## config.mk

```make
export PLATFORM = sky130hd
export DESIGN_NAME = mealy_atm_fsm
export DESIGN_NICKNAME = d
export VERILOG_FILES = /design/src/rtl/mealy_atm_pkg.sv /design/src/rtl/mealy_atm_fsm.sv
export SDC_FILE = /design/constraint.sdc
export NUM_CORES = 1
export LEC_CHECK = 0
export ABC_AREA = 1
export CORE_ASPECT_RATIO = 1.75
export CORE_UTILIZATION = 35
export DETAILED_ROUTE_END_ITERATION = 6
export PLACE_DENSITY = 0.77
export SYNTH_ARGS = -nofsm -noshare
export SYNTH_HDL_FRONTEND = slang
export SYNTH_SLANG_ARGS = --single-unit
```

## constraint.sdc

```tcl
create_clock -name clock -period 1.17 [get_ports clock]
set_input_delay 0.1755 -clock clock [delete_from_list [all_inputs] [get_ports clock]]
set_output_delay 0.1755 -clock clock [all_outputs]
set_load 0.02 [all_outputs]
```

## src/rtl/mealy_atm_pkg.sv

```systemverilog
// Shared types and default parameters for the ATM front-end controller.
package mealy_atm_pkg;

   localparam int unsigned AMT_W_DEF     = 16;
   localparam int unsigned PIN_W_DEF     = 4;
   localparam int unsigned MAX_TRIES_DEF = 3;
   localparam int unsigned TRIES_W       = 2;

   typedef enum logic [1:0] {
      CHECK     = 2'd0,
      WAIT_CARD = 2'd1,
      PIN       = 2'd2,
      AMOUNT    = 2'd3
   } atm_state_e;

endpackage

```

## src/rtl/mealy_atm_fsm.sv

```systemverilog
// Mealy ATM controller: health/cash check, card acceptance, PIN attempts, amount decision.
// All status outputs are combinational from the current state and inputs.
module mealy_atm_fsm
   import mealy_atm_pkg::*;
#(
   parameter int unsigned AMT_W     = AMT_W_DEF,
   parameter int unsigned PIN_W     = PIN_W_DEF,
   parameter int unsigned MAX_TRIES = MAX_TRIES_DEF
) (
   input  logic             clock,
   input  logic             reset,
   input  logic             defect,
   input  logic             insert_card,
   input  logic             card_valid,
   input  logic             card_undamaged,
   input  logic [AMT_W-1:0] cash,
   input  logic [AMT_W-1:0] amount_asked,
   input  logic [PIN_W-1:0] correct_pin,
   input  logic [PIN_W-1:0] user_pin,
   output logic             green_bulb,
   output logic             red_bulb,
   output logic             resubmit,
   output logic             alarm,
   output logic             not_enough_cash,
   output logic             success
);

   localparam logic [TRIES_W-1:0] TRY_LAST = TRIES_W'(MAX_TRIES - 1);

   atm_state_e         state_q, state_d;
   logic [TRIES_W-1:0] tries_q, tries_d;

   logic green_d, red_d, resubmit_d, alarm_d, nec_d, success_d;

   logic cash_empty;
   logic pin_match;
   logic amt_zero;
   logic amt_over;

   assign cash_empty = (cash == '0);
   assign pin_match  = (user_pin == correct_pin);
   assign amt_zero   = (amount_asked == '0);
   assign amt_over   = (amount_asked > cash);

   always_ff @(posedge clock or negedge reset) begin
      if (!reset) begin
         state_q <= CHECK;
         tries_q <= '0;
      end else begin
         state_q <= state_d;
         tries_q <= tries_d;
      end
   end

   // defect is evaluated before the state case so it overrides every branch.
   always_comb begin
      state_d    = state_q;
      tries_d    = tries_q;
      green_d    = 1'b0;
      red_d      = 1'b0;
      resubmit_d = 1'b0;
      alarm_d    = 1'b0;
      nec_d      = 1'b0;
      success_d  = 1'b0;

      if (defect) begin
         red_d   = 1'b1;
         state_d = CHECK;
      end else begin
         unique case (state_q)
            CHECK: begin
               if (cash_empty) begin
                  red_d = 1'b1;
               end else begin
                  green_d = 1'b1;
                  state_d = WAIT_CARD;
                  tries_d = '0;
               end
            end

            WAIT_CARD: begin
               if (cash_empty) begin
                  red_d   = 1'b1;
                  state_d = CHECK;
               end else begin
                  green_d = 1'b1;
                  if (insert_card) begin
                     if (card_valid && card_undamaged) begin
                        state_d = PIN;
                        tries_d = '0;
                     end else begin
                        resubmit_d = 1'b1;
                     end
                  end
               end
            end

            PIN: begin
               if (!insert_card) begin
                  state_d = CHECK;
               end else if (pin_match) begin
                  state_d = AMOUNT;
               end else if (tries_q == TRY_LAST) begin
                  alarm_d = 1'b1;
                  state_d = CHECK;
               end else begin
                  tries_d = tries_q + 1'b1;
               end
            end

            AMOUNT: begin
               if (!insert_card) begin
                  state_d = CHECK;
               end else if (!amt_zero) begin
                  if (amt_over) begin
                     nec_d = 1'b1;
                  end else begin
                     success_d = 1'b1;
                     state_d   = CHECK;
                  end
               end
            end

            default: state_d = CHECK;
         endcase
      end
   end

   // Reset is asynchronous, so the combinational outputs are gated by it too.
   always_comb begin
      green_bulb      = reset & green_d;
      red_bulb        = reset & red_d;
      resubmit        = reset & resubmit_d;
      alarm           = reset & alarm_d;
      not_enough_cash = reset & nec_d;
      success         = reset & success_d;
   end

endmodule

```

==> metrics.sh, run 1 <==
WORSTEPCATEGORY='output port'
OUTCOME='did not finish'
CTS_MADE_BUFFERS=3
LARGEST_NET_DEGREE_AT_THE_START_OF_GLOBAL_ROUTING=6
IOPINCOUNT=52
START_UTIL=0.374
SYNTHESIS.AREA_PER_INSTANCE_SQ_UM=6.13
DETAILEDPLACEMENTHPWL_MM=3.34
MAX-CLOCK-PATH-BUFFERS=2
ERROR='[ERROR DPL-0038] Utilization greater than 100%, impossible to legalize'
HEIGHT_OF_THE_DIE_UM=70.7
GPL.FINAL_WEIGHTED_CONGESTION=0.768
SYN_NETS=217
YOSYS_WARNINGS=0
DP_SLACK_NS=-1.39
SYNTH.TOP_CELL.AREA_SHARE=0.225
SYNTH_SEQ_CELLS=4
SYNTH_SEQUENTIAL_AREA_RATIO=0.106
SYNTH_TOP_CELLS_BY_AREA='ha_1 (23%), nand2_1 (17%), dfrtp_1 (11%)'
IO_BUFFER_COUNT=51
CTSROOTBUFFERMASTER='clkbuf_8'
SYNTH.DISTINCT_CELLS=22
SYNTH_LARGEST_AREA_CELL='ha_1'
POST_CTS_HOLD_BUFFER_COUNT=0
POST_SYNTHESIS_CELL_COUNT=154
DIEWIDTH_UM=41.2
GRT_REPAIR_WORST_ENDPOINT='not_enough_cash'
CLKSINKCOUNT=4
POST_SYNTH_INSTANCE_AREA_SQ_UM=943
CTS_MAX_LEVEL=1
ROW_COUNT=24
HALTSTAGE='5_1_grt'
==> repair_timing <==
| action | 4_1_cts |
|---|---|
| buffers inserted | 13 |
| setup endpoints to repair | 10 |
| pin swaps | 56 |
| resized for setup | 229 |
==> through the flow <==
stage / instances / util / hold slack (ns) / setup TNS, ns / instance area, sq um
3_3_place_gp: 272 / 0.830 / 0.455 / -10.07 / 2090
4_1_cts: 288 / 0.967 / 0.348 / -3.20 / 2440
2_1_floorplan: 154 / - / -0.120 / -0.830 / 1240
3_5_place_dp: 272 / 0.830 / 0.469 / -10.47 / 2090
==> synthesized netlist by cell type <==
master,instances
or2_0,1
ha_1,17
dfrtp_1,4
nor4_1,5
a21o_1,1
nand3b_1,2
a2111oi_2,1
nand2_2,1
nand2_1,42
o21ai_0,1
nand3_2,2
nor3_2,2
nor2_1,15
a21oi_2,1
inv_1,22
a21oi_1,11
nand4_1,4
xor2_1,4
nand3_1,8
nor3_1,2
nor3b_1,1
inv_2,7
==> cells by family after synthesis <==
logic type               synth area share
AO/OA/AOI/OAI                      0.0968
XOR/XNOR                           0.0371
adder cells (fa/ha/maj)             0.225
buffers and inverters               0.115
flip-flops                          0.106
AND/OR/NAND/NOR                     0.419
==> run 2, diff against run 1 <==
CORE_AREA = 2 2 63 65   (was unset)
CORE_ASPECT_RATIO = unset   (was 1.75)
CORE_UTILIZATION = unset   (was 35)
DIE_AREA = 0 0 65 67   (was unset)
PLACE_DENSITY = unset   (was 0.77)
PLACE_DENSITY_LB_ADDON = 0.15   (was unset)
clock period = 1.5 ns   (was 1.17 ns; I/O delays follow)
==> run 2 against run 1 <==
The flow now finishes, with violations (negative setup slack); synthesized cell count unchanged; synthesized area unchanged.
==> metrics.sh, run 2 <==
CELL_CHAIN_CRITICAL_PATH='clkdlybuf4s15_2, ha_4, nand2_2, nor2_1, a21oi_2, nand2_1, nand2_2, nor3b_2, buf_4'
TOTALPOWERFINAL_W=0.00143
OUTCOME='finished with violations'  # was did not finish
TIMING.CRITICAL_PATH.ARRIVAL_NS=1.46
VIAS_PER_CELL=4.65
DP_SLACK_NS=-1.08  # was -1.39 ns
FINAL_UTIL=0.660
HOLD_VIOL=0
LAYOUT_WORST_PATH_CYCLE_SHARE=1.13
FIRST_PASS_GRT_WIRE_LENGTH_MM=5.95
SLEW_HEADROOM=0.759
MOST_FREQUENT_CELL_AFTER_SYNTHESIS='nand2_1'  # unchanged
FINAL_COMMON_CELL='buf_4'
POST_CTS_HOLD_BUFFER_COUNT=0  # unchanged
FILLER_CELLS_INSERTED=304
CP_DATA_REQUIRED_TIME_NS=1.27
CLOCK_NETWORK_LATENCY_TO_THE_LATER_PIN_OF_THE_WORST_SKEW_PAIR_NS=0.22
CELL_COUNT_AFTER_PLACEMENT=291  # was 272
FAILED_CHECKS='negative setup slack'
SYNTH_LARGEST_AREA_CELL='ha_1'  # unchanged
WORST_PATH_MAX_DELAY_CELL='ha_4'
POWER.DENSITY_CELL_AREA_nW_PER_UM2=598
SKEW_NS=0.00488
CP_NUM_BUF_INV=2
PERIOD_MINUS_SLACK_NS=1.69
GRT_SETUP_UNREPAIRED='yes'
REG_TOP3='state_q: 2 flops, tries_q: 2 flops'
ROUTE.ANTENNA.REMAINING_NETS=0
DELAY_OF_THE_SLOWEST_CELL_ON_THE_WORST_PATH_NS=0.27
ROUTED_WIRELENGTH_MM=3.84
HEIGHT_OF_THE_DIE_UM=67  # was 70.7 um
YOSYS_MOST_USED_DFF='dfrtp_1'  # unchanged
ROW_COUNT=22  # was 24
MIN_PATH_TYPE='input port to asynchronous set/reset pin'
FINALMAXSLEWVIOLATIONS=0
LARGEST_NET_DEGREE_AT_THE_START_OF_GLOBAL_ROUTING=6
FINAL.SETUP.WORST_SLACK_NS=-0.188
MAX_CAP_VIOL_COUNT=0
CRITICAL-PATH-TOP-CELL-BY-COUNT='nand2_2'
DRT-WIRELENGTH-PER-CELL_UM=12.6
CRITICAL_PATH.TOP_DELAY_FAMILY='simple AND/OR/NAND/NOR gates'
FINALSETUPVIOLCOUNT=4
MAX-CLOCK-PATH-BUFFERS=2  # unchanged
MAX-VDD-IR-DROP_mV=0.421
SYN_NETS=217  # unchanged
AREA.GROWTH.SYNTH_TO_FINAL_PCT=152
DIEWIDTH_UM=65  # was 41.2 um
START_UTIL=0.262  # was 0.374
FLOORPLAN.CORE_AREA_SQ_UM=3610
POWER.STATIC_LEAKAGE_nW=1.10
CRITPATHCAPTURETYPE='output port'
DRIVE_ABOVE_1_SHARE=0.705
GPL.FINAL_WEIGHTED_CONGESTION=0.836  # was 0.768
POST_SYNTH_INSTANCE_AREA_SQ_UM=943  # unchanged
CTS_MAX_LEVEL=1  # unchanged
DETAILEDPLACEMENTHPWL_MM=2.76  # was 3.34 mm
ASYNC_SET_OR_RESET_REGISTER_RATIO_AFTER_SYNTHESIS=1.00  # unchanged
IO_BUFFER_COUNT=51  # unchanged
FIN_NETS=323
CTS_MADE_BUFFERS=3  # unchanged
YOSYS_WARNINGS=0  # unchanged
PATH_CLASS='input port to output port'
CTS.REPORTEDPATHS.CLKPINSLEW_NS=0.03
STARTPOINT_KIND_OF_THE_WORST_SETUP_TIMING_PATH='input port'
POST_SYNTHESIS_CELL_COUNT=154  # unchanged
SYNTH_SEQ_CELLS=4  # unchanged
LAYOUTNONFILLERINSTCOUNT=306
SYNTH_TOP_CELLS_BY_AREA='ha_1 (23%), nand2_1 (17%), dfrtp_1 (11%)'  # unchanged
SYNTH_SEQUENTIAL_AREA_RATIO=0.106  # unchanged
MOSTFREQUENTLAYOUTCELLS='buf_4 (41), buf_6 (30), nand2_1 (24)'
NUMBER_OF_GLOBAL_ROUTE_VIAS_BEFORE_REPAIR=1399
SYNTH_COMMONEST_CELLS='nand2_1 (42), inv_1 (22), ha_1 (17)'  # unchanged
SYNTHESIS.AREA_PER_INSTANCE_SQ_UM=6.13  # unchanged
FLOORPLAN.DIE_AREA_SQ_UM=4360
SYNTH_ENABLE_FLOP_CELLS=0  # unchanged
TIGHTEST_SLEW_NS=0.358
SYNTH.TOP_CELL.AREA_SHARE=0.225  # unchanged
DRT_PASS1_ITERATIONS=4
CRITPATHMAXFANOUT=3
IOPINCOUNT=52  # unchanged
CLOCK.FMAX_GHz=0.592
SYNTH.DISTINCT_CELLS=22  # unchanged
GRT_ANTENNA_BEFORE_REPAIR=0
CTSROOTBUFFERMASTER='clkbuf_8'  # unchanged
CTS_TREE='yes'
DR.FIRST_ITER.DRC_COUNT=29
CLKSINKCOUNT=4  # unchanged
POST-ROUTE-DRC-COUNT=0
GRT.TOTAL_USAGE=0.176
ANTENNA-DIODE-COUNT=0
GRT_OVERFLOW_TOTAL=0
VIA_COUNT=1422
-- run 2: cell counts after synthesis --
Identical to the previous run, type by type.
-- run 2: what timing repair did --
item                       4_1_cts  5_1_grt
buffers inserted                 9        7
pin swaps                       55       35
resized for setup              255       38
setup endpoints to repair       10       10
-- run 2: cell families after synthesis --
group,share of synthesized area
AOI/OAI and AO/OA,0.0968
buffers and inverters,0.115
and+or+nand+nor,0.419
xor gates and xnor gates,0.0371
adders and majority gates,0.225
DFF,0.106
-- run 2: through the flow --
step / TNS (ns) / area (sq um) / hold WS (ns)
CTS: -0.514 / 2180 / 0.150
floorplan: -0.0569 / 956 / -0.0706
global route: -0.968 / 2380 / 0.162
finish: -0.395 / 2380 / 0.155
detailed placement: -7.17 / 1810 / 0.469
global placement: -7.04 / 1810 / 0.456
-- run 2: cell type report --
cell class / count / area [sq um] / share of cell area
multi-input combinational: 121 / 1160 / 0.488
tap: 48 / 60.1 / 0.0252
clock buffer: 3 / 41.3 / 0.0173
inverter: 29 / 129 / 0.0541
timing repair buffer: 101 / 886 / 0.372
sequential: 4 / 103 / 0.0431
-- run 2: final timing paths --
check	from	to	slack (ns)	cells after the start
max	amount_asked[14]	not_enough_cash	-0.19	9
min	reset	state_q[1]$_DFFE_PN0P_	0.15	2
max reg2reg	tries_q[1]$_DFFE_PN0P_	tries_q[0]$_DFFE_PN0P_	0.05	9
min reg2reg	tries_q[1]$_DFFE_PN0P_	tries_q[1]$_DFFE_PN0P_	0.55	2
max in group asynchronous	reset	state_q[0]$_DFFE_PN0P_	1.22	2
min in group clock	tries_q[1]$_DFFE_PN0P_	tries_q[1]$_DFFE_PN0P_	0.55	2
-- run 2: power breakdown --
part           switching [W]  internal (W)
registers          0.0000451      0.000143
clock network      0.0000620      0.000172
logic               0.000459      0.000544
-- run 2: layer usage --
layer	part of all wire	vias to the layer above	track usage
li1	-	720	-
met1	0.39	662	0.190
met2	0.55	35	0.352
met3	0.046	5	0.0287
met4	0.011	0	0.0399
met5	0	-	0
Note: power is estimated with default switching activity, not from simulation.
